**config.mk**
```make
export PLATFORM = sky130hd
export DESIGN_NAME = fifo_rr_arbiter
export DESIGN_NICKNAME = d
export VERILOG_FILES = /design/src/rtl/fifo_rr_arbiter.sv
export SDC_FILE = /design/constraint.sdc
export NUM_CORES = 1
export LEC_CHECK = 0
export ABC_AREA = 1
export CELL_PAD_IN_SITES_DETAIL_PLACEMENT = 1
export CELL_PAD_IN_SITES_GLOBAL_PLACEMENT = 1
export CORE_ASPECT_RATIO = 1.5
export CORE_MARGIN = 3
export CORE_UTILIZATION = 32
export CTS_BUF_LIST = sky130_fd_sc_hd__clkbuf_4 sky130_fd_sc_hd__clkbuf_8
export DETAILED_ROUTE_END_ITERATION = 12
export PLACE_DENSITY_LB_ADDON = 0.1
export SLEW_MARGIN = 20
export SYNTH_ARGS = -nofsm -noshare
export SYNTH_HDL_FRONTEND = slang
export SYNTH_SLANG_ARGS = --single-unit
export TNS_END_PERCENT = 30
```
**constraint.sdc**
```tcl
create_clock -name clk -period 2.5 [get_ports clk]
set_input_delay 0.375 -clock clk [delete_from_list [all_inputs] [get_ports clk]]
set_output_delay 0.375 -clock clk [all_outputs]
set_load 0.02 [all_outputs]
```
**src/rtl/fifo_rr_arbiter.sv**
```systemverilog
// fifo_rr_arbiter: round-robin read scheduler draining four lane FIFOs into
// one downstream FIFO. Pops are registered, and each granted lane index rides a
// two-stage pipeline. The lane word is captured into data_out when the index
// reaches the end of stage 2.
// Overflow (stage-2 word meeting down_full) is sticky until reset.
module fifo_rr_arbiter #(
    parameter int data_width = 10
) (
    input  logic                    clk,
    input  logic                    reset,
    input  logic                    enable,
    input  logic [3:0]              fifo_empty,
    input  logic [3:0]              fifo_almost_empty,
    input  logic [4*data_width-1:0] fifo_data_in,
    input  logic                    down_almost_full,
    input  logic                    down_full,
    output logic [3:0]              fifo_pop,
    output logic                    push_out,
    output logic [data_width-1:0]   data_out,
    output logic [1:0]              state,
    output logic                    error
);

    typedef enum logic [1:0] {
        IDLE   = 2'd0,
        ACTIVE = 2'd1,
        STALL  = 2'd2,
        ERROR  = 2'd3
    } state_t;

    state_t                cur_state;
    state_t                next_state;
    logic [1:0]            last_grant;
    logic [1:0]            holdoff [4];
    logic                  s1_valid;
    logic                  s2_valid;
    logic [1:0]            s1_lane;
    logic [1:0]            s2_lane;
    logic [3:0]            eligible;
    logic                  overflow;
    logic                  grant_valid;
    logic [1:0]            grant_lane;
    logic [1:0]            cand;
    logic [3:0]            pop_next;
    logic                  push_next;
    logic [data_width-1:0] lane_word [4];

    for (genvar g = 0; g < 4; g++) begin : g_lane
        assign lane_word[g] = fifo_data_in[g*data_width +: data_width];
    end

    assign state = cur_state;

    // Lane eligibility; an overflow this edge also blocks a new pop
    always_comb begin
        overflow = s2_valid && down_full;
        eligible = '0;
        for (int unsigned i = 0; i < 4; i++) begin
            eligible[i[1:0]] = enable && !fifo_empty[i[1:0]] && (holdoff[i[1:0]] == 2'd0)
                               && !down_almost_full && (cur_state != ERROR) && !overflow;
        end
    end

    // Round-robin search starting just after last_grant; 2-bit add wraps mod 4
    always_comb begin
        grant_valid = 1'b0;
        grant_lane  = '0;
        cand        = '0;
        for (int unsigned k = 1; k <= 4; k++) begin
            cand = last_grant + k[1:0];
            if (!grant_valid && eligible[cand]) begin
                grant_valid = 1'b1;
                grant_lane  = cand;
            end
        end
    end

    // FSM state register
    always_ff @(posedge clk) begin
        if (!reset) cur_state <= IDLE;
        else        cur_state <= next_state;
    end

    // FSM next-state: ERROR is absorbing, STALL follows almost-full, else by grant
    always_comb begin
        next_state = cur_state;
        if (cur_state == ERROR || overflow) next_state = ERROR;
        else if (down_almost_full)          next_state = STALL;
        else if (grant_valid)               next_state = ACTIVE;
        else                                next_state = IDLE;
    end

    // FSM outputs: next pop vector and push decision, registered below
    always_comb begin
        pop_next = '0;
        if (grant_valid) pop_next[grant_lane] = 1'b1;
        push_next = s2_valid && !overflow && (cur_state != ERROR);
    end

    // Registered outputs, pipeline, pointer and hold-off counters
    always_ff @(posedge clk) begin
        if (!reset) begin
            fifo_pop   <= '0;
            push_out   <= 1'b0;
            data_out   <= '0;
            error      <= 1'b0;
            last_grant <= 2'd3;
            s1_valid   <= 1'b0;
            s2_valid   <= 1'b0;
            s1_lane    <= '0;
            s2_lane    <= '0;
            for (int unsigned i = 0; i < 4; i++) holdoff[i[1:0]] <= '0;
        end else begin
            fifo_pop <= pop_next;
            push_out <= push_next;
            if (push_next)   data_out   <= lane_word[s2_lane];
            if (overflow)    error      <= 1'b1;
            if (grant_valid) last_grant <= grant_lane;
            s1_valid <= grant_valid;
            s1_lane  <= grant_lane;
            s2_valid <= s1_valid;
            s2_lane  <= s1_lane;
            for (int unsigned i = 0; i < 4; i++) begin
                if (grant_valid && grant_lane == i[1:0] && fifo_almost_empty[i[1:0]])
                    holdoff[i[1:0]] <= 2'd2;
                else if (holdoff[i[1:0]] != 2'd0)
                    holdoff[i[1:0]] <= holdoff[i[1:0]] - 2'd1;
            end
        end
    end

endmodule

```
==> summary.md <==
| Metric | Value |
|---|---|
| Outcome | `completed` |
| Req. time, crit path | `2.48 ns` |
| Type of the setup path with the least slack | `register to register` |
| Worst VDD drop | `0.483 mV` |
| Gate count of the mapped netlist | `279` |
| Number of hold violations in the final report | `0` |
| Die X-Extent | `between 70 and 80 um` |
| CTS tree | `done` |
| Maximum number of pins on one net before global-route repair | `22` |
| Mean number of vias per cell | `roughly 5` |
| Instance count after placement with tap cells included | `417` |
| Normalized max-slew margin | `between 50% and 60%` |
| Proportion of layout cells with a drive suffix above 1 | `a little under an eighth` |
| Proportion of synthesized chip area in sequential cells | `about two fifths` |
| Top-area cell type share of the netlist area | `a little over a quarter` |
| Lkg Pwr | `about 1.3 nW` |
| Pwr per Cell Area | `around 960 mW/mm2` |
| Starting utilization of the core area | `between 30 and 40%` |
| Number of primary I/O pins | `71` |
| Number of flip-flops and latches in the synthesized netlist | `34` |
| Post-detailed-placement half-perimeter wirelength | `~4.9 mm` |
| Number of setup violations in the final report | `0` |
| Routed length per placed instance | `14.2 um` |
| Port bufs | `70` |
| Die area | `~0.0072 mm2` |
| Unique masters post-synth | `27` |
| Worst R2R End | `holdoff[0][0]$_SDFFCE_PN0P_` |
| CP Data Arrival Time | `2.29 ns` |
| Maximum level of the CTS H-tree | `2` |
| Largest area contributor in the synthesized netlist | `sky130_fd_sc_hd__dfxtp_1` |
| Count of placed standard cells in the final layout, fillers left out | `426` |
| Aggregate routed wire length | `~6.1 mm` |
| Time the final worst path needs with I/O delays and setup | `roughly 2.3 ns` |
| Syn Std Cell Area | `around 0.0020 mm2` |
| Post-placement worst setup slack | `-0.0576 ns` |
| Inserted Diodes | `0` |
| Nets in the synthesized netlist | `roughly 340` |
| Final worst clock skew | `0.00399 ns` |
| Area Overhead vs Synth | `46.4%` |
| Class of the most critical hold timing path | `register to register` |
| Number of clock sinks | `34` |
| Reg2reg setup slack | `between 0.15 and 0.2 ns` |
| Cell types with the largest area share after synthesis | `sky130_fd_sc_hd__dfxtp_1 (26%), sky130_fd_sc_hd__edfxtp_1 (12%), sky130_fd_sc_hd__inv_1 (8.9%), sky130_fd_sc_hd__nor2_1 (7.8%), sky130_fd_sc_hd__nand3_1 (6.8%)` |
| Total gr overflow | `0` |
| Clock input transition at the sequential cells of the worst setup and hold paths | `approximately 0.070 ns` |
| Number of global-route vias before repair | `2,113` |
| Final ANT Viol Nets | `0` |
| Fmax | `approximately 0.43 GHz` |
| Vias post-DR | `approximately 2,100` |
| Final GP Congestion | `around 0.83` |
| Accumulated negative setup slack | `0 ns` |
| Setup repair after global routing missed its margin | `false` |
| Core region area | `just under 0.006 mm2` |
| Clock insertion delay at the later pin of the skew report | `approximately 0.28 ns` |
| Buffer cell driving the clock tree root | `sky130_fd_sc_hd__clkbuf_8` |
| Number of core rows | `34` |
| First-pass detailed-route iteration total | `4` |
| Hold Startpoint | `s1_lane[0]$_SDFF_PN0_` |
| Final Cycle Share | `92.1%` |
| Worst Setup Start Kind | `register` |
| Height of the die | `approximately 100 um` |
| Worst setup margin | `0.198 ns` |
| Max-cap check violation count | `0` |
| Total power after layout | `between 2 and 3 mW` |
| Crit-path max FO | `4` |
| End point of the worst hold path | `s2_lane[0]$_SDFF_PN0_` |
| Wire length of the first global-routing pass | `~10 mm` |
| Critical register-to-register path startpoint | `holdoff[2][0]$_SDFFCE_PN0P_` |
| Final hold slack | `about 0.42 ns` |
| Global Route Usage Sum | `between 10% and 20%` |
| Antenna violations before repair | `0` |
| R2r worst-path depth | `12` |
| Final-report max-slew violation count | `0` |
| Num CTS Buffers | `5` |
| Average cell area after synthesis | `slightly above 7 um2` |
| Endpoint class of the critical path | `register` |
| Iter 0 DRT Violations | `29` |
| Maximum root-to-sink buffer count | `2` |
| Final core area utilization | `roughly half` |
| Worst-margin pin slew | `around 0.61 ns` |
| Total of warnings raised by yosys | `0` |
| Dpl cell area | `approximately 0.0028 mm2` |
| Hold path cells | `2` |
| DRC violation count after routing | `0` |
| Number of nets in the final layout | `410` |
| Post-route standard cell area excluding fillers | `0.00290 mm2` |
==> worst max path at each step <==
| stage | from | to | slack, ns | cells after the start |
|---|---|---|---|---|
| floorplan | holdoff[0][0]$_SDFFCE_PN0P_ | holdoff[0][0]$_SDFFCE_PN0P_ | 0.51 | 14 |
| global placement | down_full | holdoff[0][0]$_SDFFCE_PN0P_ | -0.02 | 13 |
| detailed placement | down_full | holdoff[0][1]$_SDFFCE_PN0P_ | -0.06 | 13 |
| CTS | holdoff[2][0]$_SDFFCE_PN0P_ | holdoff[0][1]$_SDFFCE_PN0P_ | 0.18 | 12 |
| global route | holdoff[0][0]$_SDFFCE_PN0P_ | holdoff[0][1]$_SDFFCE_PN0P_ | 0.02 | 12 |
| finish | holdoff[2][0]$_SDFFCE_PN0P_ | holdoff[0][0]$_SDFFCE_PN0P_ | 0.20 | 12 |
==> flip-flops by register name (all words and copies together), names as in the netlist <==
name and cells:
data_out 10, error 1, fifo_pop 4, holdoff 8
last_grant 2, push_out 1, s1_lane 2, s1_valid 1
s2_lane 2, s2_valid 1, state 2
==> what timing repair did <==
action	CTS	global route
buffers inserted	0	1
hold buffers	0	0
endpoints found under the setup margin	0	2
gates resized for setup	0	3
endpoints found under the hold margin	0	0
==> layer usage <==
metal | GRT usage [%] | part of all wire [%]
met2 | 32.9 | 52
met1 | 18.5 | 41
met5 | 0 | 0
met3 | 3.74 | 5.4
met4 | 6.34 | 1.9
==> layout make-up <==
type	instances	area, um2
Inverter	51	191
Timing Repair Buffer	80	776
Clock buffer	7	90.1
Sequential cell	34	761
Fill cell	765	3020
Tap cell	72	90.1
Multi-Input combinational cell	181	985
Clock inverter	1	5.00
==> worst max-delay path, stage by stage, from the launching register on <==
cell	delay (ns)
sky130_fd_sc_hd__edfxtp_1	0.39
sky130_fd_sc_hd__inv_1	0.07
sky130_fd_sc_hd__ha_2	0.21
sky130_fd_sc_hd__nand2_1	0.06
sky130_fd_sc_hd__nor2_1	0.18
sky130_fd_sc_hd__nand3_1	0.16
sky130_fd_sc_hd__nand3_2	0.13
sky130_fd_sc_hd__nand2_2	0.08
sky130_fd_sc_hd__nand4_1	0.15
sky130_fd_sc_hd__nor2_1	0.07
sky130_fd_sc_hd__nor2_2	0.23
sky130_fd_sc_hd__nand2_2	0.09
sky130_fd_sc_hd__o21bai_2	0.17
==> synthesized netlist by cell type <==
master / number
sky130_fd_sc_hd__o32ai_1: 10
sky130_fd_sc_hd__xnor2_2: 1
sky130_fd_sc_hd__o21ai_0: 21
sky130_fd_sc_hd__nand2_1: 28
sky130_fd_sc_hd__nor2_1: 41
sky130_fd_sc_hd__dfxtp_1: 26
sky130_fd_sc_hd__edfxtp_1: 8
sky130_fd_sc_hd__nand4_1: 5
sky130_fd_sc_hd__nor2_4: 2
sky130_fd_sc_hd__o21bai_2: 1
sky130_fd_sc_hd__inv_2: 3
sky130_fd_sc_hd__o211ai_1: 2
sky130_fd_sc_hd__nand3_2: 2
sky130_fd_sc_hd__clkbuf_1: 12
sky130_fd_sc_hd__nand3_1: 27
sky130_fd_sc_hd__nor2_2: 2
sky130_fd_sc_hd__nand2_2: 8
sky130_fd_sc_hd__nand3b_1: 3
sky130_fd_sc_hd__buf_2: 1
sky130_fd_sc_hd__a31oi_1: 1
sky130_fd_sc_hd__a21oi_1: 12
sky130_fd_sc_hd__clkinv_1: 1
sky130_fd_sc_hd__ha_1: 4
sky130_fd_sc_hd__inv_1: 47
sky130_fd_sc_hd__nor3_1: 8
sky130_fd_sc_hd__or3_1: 2
sky130_fd_sc_hd__nor2_8: 1
==> cell families after synthesis <==
family | count (synthesis) | synth area share, %
and+or+nand+nor | 129 | 31.6
DFF | 34 | 38.4
buffers and inverters | 64 | 12.2
AOI/OAI and AO/OA | 47 | 14.4
adders and majority gates | 4 | 2.53
xor gates and xnor gates | 1 | 0.822
==> report_power, final <==
part,switching [mW],total [mW],internal (mW)
clock network,0.197,0.430,0.233
logic,0.871,1.49,0.621
registers,0.101,0.851,0.749
total,1.17,2.77,1.60
==> layout by cell type, fill, tap and decap left out, types with 2 or more instances in the layout <==
| cell type | Yosys | final |
|---|---|---|
| sky130_fd_sc_hd__ha_1 | 4 | 3 |
| sky130_fd_sc_hd__inv_1 | 47 | 47 |
| sky130_fd_sc_hd__nand3_1 | 27 | 27 |
| sky130_fd_sc_hd__nand4_1 | 5 | 5 |
| sky130_fd_sc_hd__nand3b_1 | 3 | 3 |
| sky130_fd_sc_hd__nor2_2 | 2 | 4 |
| sky130_fd_sc_hd__nand3_2 | 2 | 2 |
| sky130_fd_sc_hd__nor3_1 | 8 | 8 |
| sky130_fd_sc_hd__o21ai_0 | 21 | 21 |
| sky130_fd_sc_hd__clkbuf_8 | 0 | 6 |
| sky130_fd_sc_hd__edfxtp_1 | 8 | 8 |
| sky130_fd_sc_hd__inv_2 | 3 | 3 |
| sky130_fd_sc_hd__o211ai_1 | 2 | 2 |
| sky130_fd_sc_hd__a21oi_1 | 12 | 12 |
| sky130_fd_sc_hd__nor2_4 | 2 | 2 |
| sky130_fd_sc_hd__o32ai_1 | 10 | 10 |
| sky130_fd_sc_hd__buf_4 | 0 | 10 |
| sky130_fd_sc_hd__dfxtp_1 | 26 | 26 |
| sky130_fd_sc_hd__clkdlybuf4s50_1 | 0 | 70 |
| sky130_fd_sc_hd__nand2_2 | 8 | 8 |
| sky130_fd_sc_hd__nor2_1 | 41 | 39 |
| sky130_fd_sc_hd__nand2_1 | 28 | 28 |
| sky130_fd_sc_hd__or3_1 | 2 | 2 |
(Power assumes the default switching activity.)
